### src/rtl/dcache_ctrl_fsm.sv
// -----------------------------------------------------------------------------
// dcache_ctrl_fsm
// Control FSM for a WAYS-way, BLKWORDS-word-per-block data cache in the
// coherent pipeline. Sits between the dcache tag/data arrays and the
// coherence controller / memory bus: detects hits, sequences write-backs,
// fills and write-upgrades, services snoops, and flushes dirty lines on halt.
//
// Ports
//   CLK, nRST            clock (rising edge), async active-low reset
//   dmemREN/WEN/addr     processor request, held until hit
//   halt                 processor halted; starts the dirty flush
//   way_hit, hit_dirty   tag lookup of dmemaddr
//   victim               LRU victim way of dmemaddr's set
//   victim_dirty/_tag    entry under victim (or under fl_set/fl_way while flushing)
//   dwait                bus busy
//   ccwait, ccinv        snoop pending / snoop invalidates
//   ccsnoopaddr          snooped address
//   snoop_way/hit/dirty  datapath lookup of ccsnoopaddr
//   dREN, dWEN, daddr    bus word read / write and word address
//   cctrans, ccwrite     coherence transaction active / intent-to-modify
//   hit                  request satisfied this cycle
//   fill_en/_way         write fetched word into fill_way at word_idx
//   word_idx             word counter of the current block transfer
//   clr_dirty, inv_en    clear dirty / valid of the current context entry
//   fl_set, fl_way       flush entry pointer
//   flushing, flushed    flush in progress / flush complete
// -----------------------------------------------------------------------------
// state  | meaning
// IDLE   | waiting; serves hits, clean snoops, dispatches misses/halt
// WB     | writing dirty victim block back before a fill
// FETCH  | reading requested block into the victim way
// UPG    | write-upgrade bus transaction for a clean write hit
// SNP_WB | writing a snooped dirty block back to memory
// FL_CHK | inspecting flush entry (fl_set, fl_way)
// FL_WB  | writing back a dirty flush entry
// HALTED | flush complete, terminal until reset
// -----------------------------------------------------------------------------
module dcache_ctrl_fsm #(
    parameter  int WAYS     = 2,
    parameter  int BLKWORDS = 2,
    parameter  int SETS     = 8,
    localparam int WAYW     = $clog2(WAYS),
    localparam int OFFW     = $clog2(BLKWORDS),
    localparam int IDXW     = $clog2(SETS),
    localparam int TAGW     = 30 - OFFW - IDXW
) (
    input  logic            CLK,
    input  logic            nRST,
    input  logic            dmemREN,
    input  logic            dmemWEN,
    input  logic [31:0]     dmemaddr,
    input  logic            halt,
    input  logic [WAYS-1:0] way_hit,
    input  logic            hit_dirty,
    input  logic [WAYW-1:0] victim,
    input  logic            victim_dirty,
    input  logic [TAGW-1:0] victim_tag,
    input  logic            dwait,
    input  logic            ccwait,
    input  logic            ccinv,
    input  logic [31:0]     ccsnoopaddr,
    input  logic [WAYW-1:0] snoop_way,
    input  logic            snoop_hit,
    input  logic            snoop_dirty,
    output logic            dREN,
    output logic            dWEN,
    output logic [31:0]     daddr,
    output logic            cctrans,
    output logic            ccwrite,
    output logic            hit,
    output logic            fill_en,
    output logic [WAYW-1:0] fill_way,
    output logic [OFFW-1:0] word_idx,
    output logic            clr_dirty,
    output logic            inv_en,
    output logic [IDXW-1:0] fl_set,
    output logic [WAYW-1:0] fl_way,
    output logic            flushing,
    output logic            flushed
);

    typedef enum logic [2:0] {
        IDLE, WB, FETCH, UPG, SNP_WB, FL_CHK, FL_WB, HALTED
    } state_t;

    state_t          state, stateNxt;
    logic [OFFW-1:0] wordIdx, wordIdxNxt;
    logic [IDXW-1:0] flSet, flSetNxt;
    logic [WAYW-1:0] flWay, flWayNxt;
    logic [WAYW-1:0] victimLat, victimNxt;
    logic            snpFromFl, snpFromFlNxt;
    logic            upgDone, upgDoneNxt;

    logic            lastWord;
    logic            flLast;
    logic [IDXW+WAYW-1:0] flNext;
    logic [IDXW-1:0] reqIdx;
    logic            unusedBits;

    assign lastWord = (wordIdx == OFFW'(BLKWORDS - 1));
    assign flLast   = (flSet == IDXW'(SETS - 1)) && (flWay == WAYW'(WAYS - 1));
    // way is the low-order digit, so ways advance before sets
    assign flNext   = {flSet, flWay} + 1'b1;
    assign reqIdx   = dmemaddr[2+OFFW +: IDXW];

    // snoop_way only steers the datapath; the word bits of the snoop address
    // are replaced by the transfer counter
    assign unusedBits = ^{snoop_way, ccsnoopaddr[1+OFFW:0]};

    assign fill_way = victimLat;
    assign word_idx = wordIdx;
    assign fl_set   = flSet;
    assign fl_way   = flWay;

    always_ff @(posedge CLK or negedge nRST) begin
        if (!nRST) begin
            state     <= IDLE;
            wordIdx   <= '0;
            flSet     <= '0;
            flWay     <= '0;
            victimLat <= '0;
            snpFromFl <= 1'b0;
            upgDone   <= 1'b0;
        end else begin
            state     <= stateNxt;
            wordIdx   <= wordIdxNxt;
            flSet     <= flSetNxt;
            flWay     <= flWayNxt;
            victimLat <= victimNxt;
            snpFromFl <= snpFromFlNxt;
            upgDone   <= upgDoneNxt;
        end
    end

    always_comb begin
        stateNxt     = state;
        wordIdxNxt   = wordIdx;
        flSetNxt     = flSet;
        flWayNxt     = flWay;
        victimNxt    = victimLat;
        snpFromFlNxt = snpFromFl;
        upgDoneNxt   = upgDone;
        dREN         = 1'b0;
        dWEN         = 1'b0;
        daddr        = '0;
        cctrans      = 1'b0;
        ccwrite      = 1'b0;
        hit          = 1'b0;
        fill_en      = 1'b0;
        clr_dirty    = 1'b0;
        inv_en       = 1'b0;
        flushing     = 1'b0;
        flushed      = 1'b0;

        case (state)
            IDLE: begin
                if (ccwait) begin
                    if (snoop_hit && snoop_dirty) begin
                        stateNxt     = SNP_WB;
                        wordIdxNxt   = '0;
                        snpFromFlNxt = 1'b0;
                    end else begin
                        inv_en = snoop_hit & ccinv;
                    end
                end else begin
                    // a completed upgrade is only good for the very next look
                    upgDoneNxt = 1'b0;
                    if (dmemREN || dmemWEN) begin
                        if (|way_hit) begin
                            if (dmemREN || hit_dirty || upgDone) begin
                                hit = 1'b1;
                            end else begin
                                stateNxt = UPG;
                            end
                        end else begin
                            victimNxt  = victim;
                            wordIdxNxt = '0;
                            stateNxt   = victim_dirty ? WB : FETCH;
                        end
                    end else if (halt) begin
                        stateNxt = FL_CHK;
                        flSetNxt = '0;
                        flWayNxt = '0;
                    end
                end
            end

            UPG: begin
                cctrans = 1'b1;
                ccwrite = 1'b1;
                daddr   = dmemaddr;
                if (!dwait) begin
                    stateNxt   = IDLE;
                    upgDoneNxt = 1'b1;
                end
            end

            WB: begin
                dWEN      = 1'b1;
                cctrans   = 1'b1;
                daddr     = {victim_tag, reqIdx, wordIdx, 2'b00};
                clr_dirty = lastWord;
                if (!dwait) begin
                    if (lastWord) begin
                        stateNxt   = FETCH;
                        wordIdxNxt = '0;
                    end else begin
                        wordIdxNxt = wordIdx + 1'b1;
                    end
                end
            end

            FETCH: begin
                dREN    = 1'b1;
                cctrans = 1'b1;
                ccwrite = dmemWEN;
                daddr   = {dmemaddr[31:2+OFFW], wordIdx, 2'b00};
                if (!dwait) begin
                    fill_en = 1'b1;
                    if (lastWord) begin
                        stateNxt   = IDLE;
                        wordIdxNxt = '0;
                    end else begin
                        wordIdxNxt = wordIdx + 1'b1;
                    end
                end
            end

            SNP_WB: begin
                dWEN     = 1'b1;
                daddr    = {ccsnoopaddr[31:2+OFFW], wordIdx, 2'b00};
                flushing = snpFromFl;
                if (lastWord) begin
                    clr_dirty = 1'b1;
                    inv_en    = ccinv;
                end
                if (!dwait) begin
                    if (lastWord) begin
                        stateNxt   = snpFromFl ? FL_CHK : IDLE;
                        wordIdxNxt = '0;
                    end else begin
                        wordIdxNxt = wordIdx + 1'b1;
                    end
                end
            end

            FL_CHK: begin
                flushing = 1'b1;
                if (ccwait) begin
                    if (snoop_hit && snoop_dirty) begin
                        stateNxt     = SNP_WB;
                        wordIdxNxt   = '0;
                        snpFromFlNxt = 1'b1;
                    end else begin
                        inv_en = snoop_hit & ccinv;
                    end
                end else if (victim_dirty) begin
                    stateNxt   = FL_WB;
                    wordIdxNxt = '0;
                end else if (flLast) begin
                    stateNxt = HALTED;
                end else begin
                    {flSetNxt, flWayNxt} = flNext;
                end
            end

            FL_WB: begin
                flushing  = 1'b1;
                dWEN      = 1'b1;
                cctrans   = 1'b1;
                daddr     = {victim_tag, flSet, wordIdx, 2'b00};
                clr_dirty = lastWord;
                if (!dwait) begin
                    if (lastWord) begin
                        wordIdxNxt = '0;
                        if (flLast) begin
                            stateNxt = HALTED;
                        end else begin
                            stateNxt = FL_CHK;
                            {flSetNxt, flWayNxt} = flNext;
                        end
                    end else begin
                        wordIdxNxt = wordIdx + 1'b1;
                    end
                end
            end

            HALTED: begin
                flushed = 1'b1;
            end

            default: begin
                stateNxt = IDLE;
            end
        endcase

        // the Mealy outputs must also read zero while reset is held
        if (!nRST) begin
            hit    = 1'b0;
            inv_en = 1'b0;
        end
    end

endmodule

### config.mk
export PLATFORM = sky130hd
export DESIGN_NAME = dcache_ctrl_fsm
export DESIGN_NICKNAME = d
export VERILOG_FILES = /design/src/rtl/dcache_ctrl_fsm.sv
export SDC_FILE = /design/constraint.sdc
export NUM_CORES = 1
export LEC_CHECK = 0
export BUFFER_PORTS_ARGS = -buffer_cell sky130_fd_sc_hd__clkbuf_2
export CORE_UTILIZATION = 40
export CTS_CLUSTER_DIAMETER = 40
export CTS_CLUSTER_SIZE = 25
export DETAILED_ROUTE_END_ITERATION = 8
export GPL_ROUTABILITY_DRIVEN = 0
export GPL_TIMING_DRIVEN = 0
export PLACE_DENSITY = 0.84
export SLEW_MARGIN = 20
export SYNTH_ARGS = -nofsm -noshare
export SYNTH_HDL_FRONTEND = slang
export SYNTH_SLANG_ARGS = --single-unit
### constraint.sdc
create_clock -name CLK -period 2.7 [get_ports CLK]
set_input_delay 0.27 -clock CLK [delete_from_list [all_inputs] [get_ports CLK]]
set_output_delay 0.27 -clock CLK [all_outputs]
set_load 0.005 [all_outputs]
Yosys cells after proc, flatten, opt, wreduce, memory -nomap -nowiden --
Cells that the tools add are included.
Storage, ports and cells: flip-flop bits (word level) 11, input port bits 106, output and inout bits 48, word-level logic and storage cells 148
Operators by class: $add $sub $neg 2, equality and inequality tests 33, muxes and demuxes 79, bitwise logic cells 3, reduce and logical (&&, ||, !) cells 24
Operator list (count):
- one-hot mux 32 bit (5 select lines) | 1
- 2-to-1 mux 3 bit | 27
- 2-to-1 mux 1 bit | 39
- inequality test 2 bit, second input constant | 19
- one-hot mux 3 bit (7 select lines) | 1
- == test 3 bit, second input constant | 5
- AND reduction 13 bit | 1
- one-hot mux 1 bit (2 select lines) | 6
- AND reduction 5 bit | 2
- inequality test 3 bit, second input constant | 3
- one-hot mux 3 bit (3 select lines) | 1
- inequality test 4 bit, second input constant | 2
- AND reduction 8 bit | 1
- OR reduction 2 bit | 4
- OR reduction 4 bit | 2
- nonzero test 7 bit | 1
- == test 3 x 2 -> 1 bit, second input constant | 2
- one-hot mux 1 bit (3 select lines) | 2
- nonzero test 3 bit | 2
- inequality test 5 bit, second input constant | 1
- adder 4 x 1 -> 4 bit, second input constant | 1
- 2-to-1 mux 2 bit | 2
- AND reduction 4 bit | 1
- nonzero test 2 bit | 2
- 9 further kinds | 13

Longest topological paths before layout --
depth after elaboration 8, mapped depth 7, gate-level depth less buffers 5

Least setup slack after synthesis --
Ideal clock, no wire load.
kind register to register, start point register state[1], end point register state[1], library setup time 125 ps, arrival time 1444 ps, required time 2575 ps, slack 1131 ps, stages on the path, launching flop included 7, path buffers 1, clock period less this slack 1569 ps, path through dfrtp_1 > buf_4 > nor2_2 > nor3_1 > nor3_2 > and3_4 > mux2_4
On the way: cells in the longest elaborated chain, start to end 3, elaborated cells between the ends (all ways) 25, those cells by class eq/ne (18); mux (4); reduce/logical (3)
RTL lines:
- start: declaration | line 86 | state_t state, stateNxt;
- start signal: assignment | line 125 | state <= stateNxt;
- == test 3 bit, or another cell as far along | line 155 | case (state)
- inequality test 4 bit (no source line), or another cell as far along
- AND reduction 13 bit (no source line) / one-hot mux 3 bit (7 select lines) (equally long branches)
Several ways; a longest one is shown, not always the timed one. A chain may end at the register's enable or synchronous reset.

Final worst setup path --
start point register state[1], end point output daddr[3]
On the way: cells in the longest elaborated chain, start to end 2, elaborated cells between the ends (all ways) 6, those cells by class eq/ne (5); mux (1)
RTL lines:
- == test 3 bit, or another cell as far along | line 155
- one-hot mux 32 bit (5 select lines) (*) | line 155
- end: declaration | line 67 | output logic [31:0] daddr,
Every way passes the cells marked *; elsewhere a longest branch is shown, timed or not.

==> flow_summary_export.csv <==
group,metric,value,unit
setup_path,cp_num_buf_inv,4,
yosys,synth_seq_area_share,0.153,
min_path,hp-class,"in2reg",
yosys,synth-async-reset-ratio,1.00,
place,port_buffers,149,
clocking,postCtsHoldBufs,1,
layout,drive_gt1_frac,0.462,
route,ant_nets,0,
setup_path,path_class,"reg2out",
place,dp_hpwl,5380,µm
clocking,cts_made_buffers,3,
die,die_w,69.1,µm
power_and_ir_drop,cellPowerDensity,962,nW/µm²
yosys,netlist_area,1800,µm²
setup_path,critPathMaxFanout,10,
sta,final.period_utilization,0.832,
yosys,syn_avg_cell_area,7.58,µm²
setup_path,crit_path_start_kind,"flop",
clocking,cts_tree,"done",
power_and_ir_drop,irDropWorstVdd,530,µV
clocking,cts_sinks,11,
sta,max-slew-margin-rel,0.651,
route,first_iter_violations,295,
yosys,synthFlopType,"dfrtp_1",
global_route,overflow,0,
place,placedCellCount,439,
route,wl_per_cell,15.7,µm
yosys,synth_area_leaders,"mux2i_1, dfrtp_1, a22oi_1",
global_route,grt_pass1_vias,2407,
setup_path,cp_top_family,"buffers and inverters",
global_route,grt_use_total,0.283,
clocking,cts_max_level,1,
yosys,syn_nets,345,
yosys,ys_ff_latch,11,
global_route,grt_pass1_wl,11300,µm
global_route,antenna_found_initial,0,
die,die-height,69.1,µm
layout,fin_cells,444,
layout,layout_common_cells,"clkbuf_2, mux2i_1, o22ai_1",
sta,layout_setup_ws,0.455,ns
setup_path,cp_slowest_stage_delay,0.35,ns
die,core.rowCount,24,
sta,fin_skew,0.00292,ns
die,dieArea,4780,µm²
route,wirelength,6960,µm
sta,period_minus_slack,2.25,ns
die,core-area,4350,µm²
clocking,clk_path_buf_depth,2,
sta,hold_viol_final,0,
route,firstDrtPassIters,5,
sta,rsz0062_at_grt,"false",
setup_path,cp.required,2.43,ns
sta,fmax,445,MHz
clocking,post_cts_buffers,0,
clocking,clkTransAtPathRegs,0.06,ns
sta,finalSetupViolCount,0,
status,status,"finished clean",
setup_path,cp-end-kind,"output pin",
die,initial_utilization,0.414,
setup_path,crit_slowest_cell,"dfrtp_1",
route,vias,2634,
yosys,postSynthCellCount,238,
setup_path,crit_chain,"buf_4, buf_2, buf_4, nor2_1, nor2_1, nand2_1, o21ai_0, clkbuf_2",
yosys,synth_top_area_cell,"mux2i_1",
sta,worst_pin_slew,0.520,ns
setup_path,arrival,1.98,ns
die,ios,154,
sta,tns,0,ns
layout,area_delta_synth_final,48.0,%
clocking,clk_latency,0.25,ns
layout,diodes,0,
route,via_per_inst,5.93,
place,place_ws,0.728,ns
power_and_ir_drop,report.power.total,2570,µW
power_and_ir_drop,p_leak,0.00139,µW
global_route,grt_max_degree,14,
yosys,synth.top_cell.area_share,0.172,
sta,drv_slew,0,
yosys,synth_edf_count,0,
layout,fin_nets,500,
clocking,cts-resized-gates,0,
route,post-route-drc-count,0,
yosys,yosys_warnings,0,
layout,layout_commonest_cell,"clkbuf_2",
clocking,clock-root-buffer,"clkbuf_8",
yosys,synth.distinct_cells,49,
run,max-cap-violations,0,
synthesized netlist by cell type (3+ instances only):
library cell,instances
a21oi_1,6
a22o_1,4
a22oi_1,26
a31oi_1,3
and3_1,3
buf_2,12
buf_4,7
dfrtp_1,11
inv_1,3
mux2i_1,31
nand2_1,20
nand2b_1,3
nand4_1,3
nor2_1,18
nor3_1,6
nor3b_1,4
o21ai_0,9
o22ai_1,28
registers in the layout (all words and copies together) (netlist names):
register and flops:
fl_set 3, state 3, fill_way 1, fl_way 1, snpFromFl 1, upgDone 1
word_idx 1
path summary, 6_finish.rpt:
kind | start | to | slack (ns) | cells past startpoint
min in group asynchronous | nRST | fill_way | 0.45 | 2
setup / recovery | state[1] | daddr[3] | 0.45 | 8
setup reg to reg | state[1] | state[1] | 0.95 | 6
max in group asynchronous | nRST | snpFromFl | 2.00 | 2
hold / removal | victim | fill_way | 0.24 | 2
hold reg to reg | fill_way | fill_way | 0.49 | 1
worst register-to-register path, delay by kind of cell, from the launching register on:
| family | cells | cell delay, ns |
|---|---|---|
| AND/OR/NAND/NOR | 4 | 0.78 |
| flip-flops | 1 | 0.38 |
| multiplexers | 1 | 0.30 |
| buffers and inverters | 1 | 0.18 |
cells by family after synthesis:
kind of cell | Yosys count | share of synthesized area
AOI/OAI and AO/OA | 89 | 0.335
adders and majority gates | 1 | 0.00694
muxes | 33 | 0.187
buffers and inverters | 27 | 0.0791
and+or+nand+nor | 76 | 0.235
DFF | 11 | 0.153
xor gates and xnor gates | 1 | 0.00486
layout make-up:
type,instances,area [µm²]
clock buffer,4,45.0
fill,393,1690
multi-input combinational,200,1390
inverter,4,15.0
sequential,11,275
buffer,23,128
tap,52,65.1
timing repair buffer,150,756
stage by stage:
| step | instance area [µm²] | hold WS [ns] | util |
|---|---|---|---|
| global route | 2670 | 0.256 | 0.613 |
| global placement | 2610 | 0.179 | 0.600 |
| detailed placement | 2610 | 0.181 | 0.600 |
| CTS | 2670 | 0.241 | 0.613 |
| floorplan | 1800 | -0.0256 | - |
| finish | 2670 | 0.238 | 0.613 |
power breakdown:
group | total, µW | switching (µW) | internal [µW]
Sequential | 285 | 68.2 | 217
Clock | 180 | 75.2 | 104
Combinational | 2100 | 1150 | 951
per-layer routing:
layer | up-vias | global-route usage | part of all wire
li1 | 1242 | - | -
met1 | 1223 | 0.348 | 0.40
met2 | 157 | 0.506 | 0.51
met3 | 12 | 0.0292 | 0.074
met4 | 0 | 0.0998 | 0.015
met5 | - | 0 | 0
No activity file was read; power rests on OpenSTA's default activity.
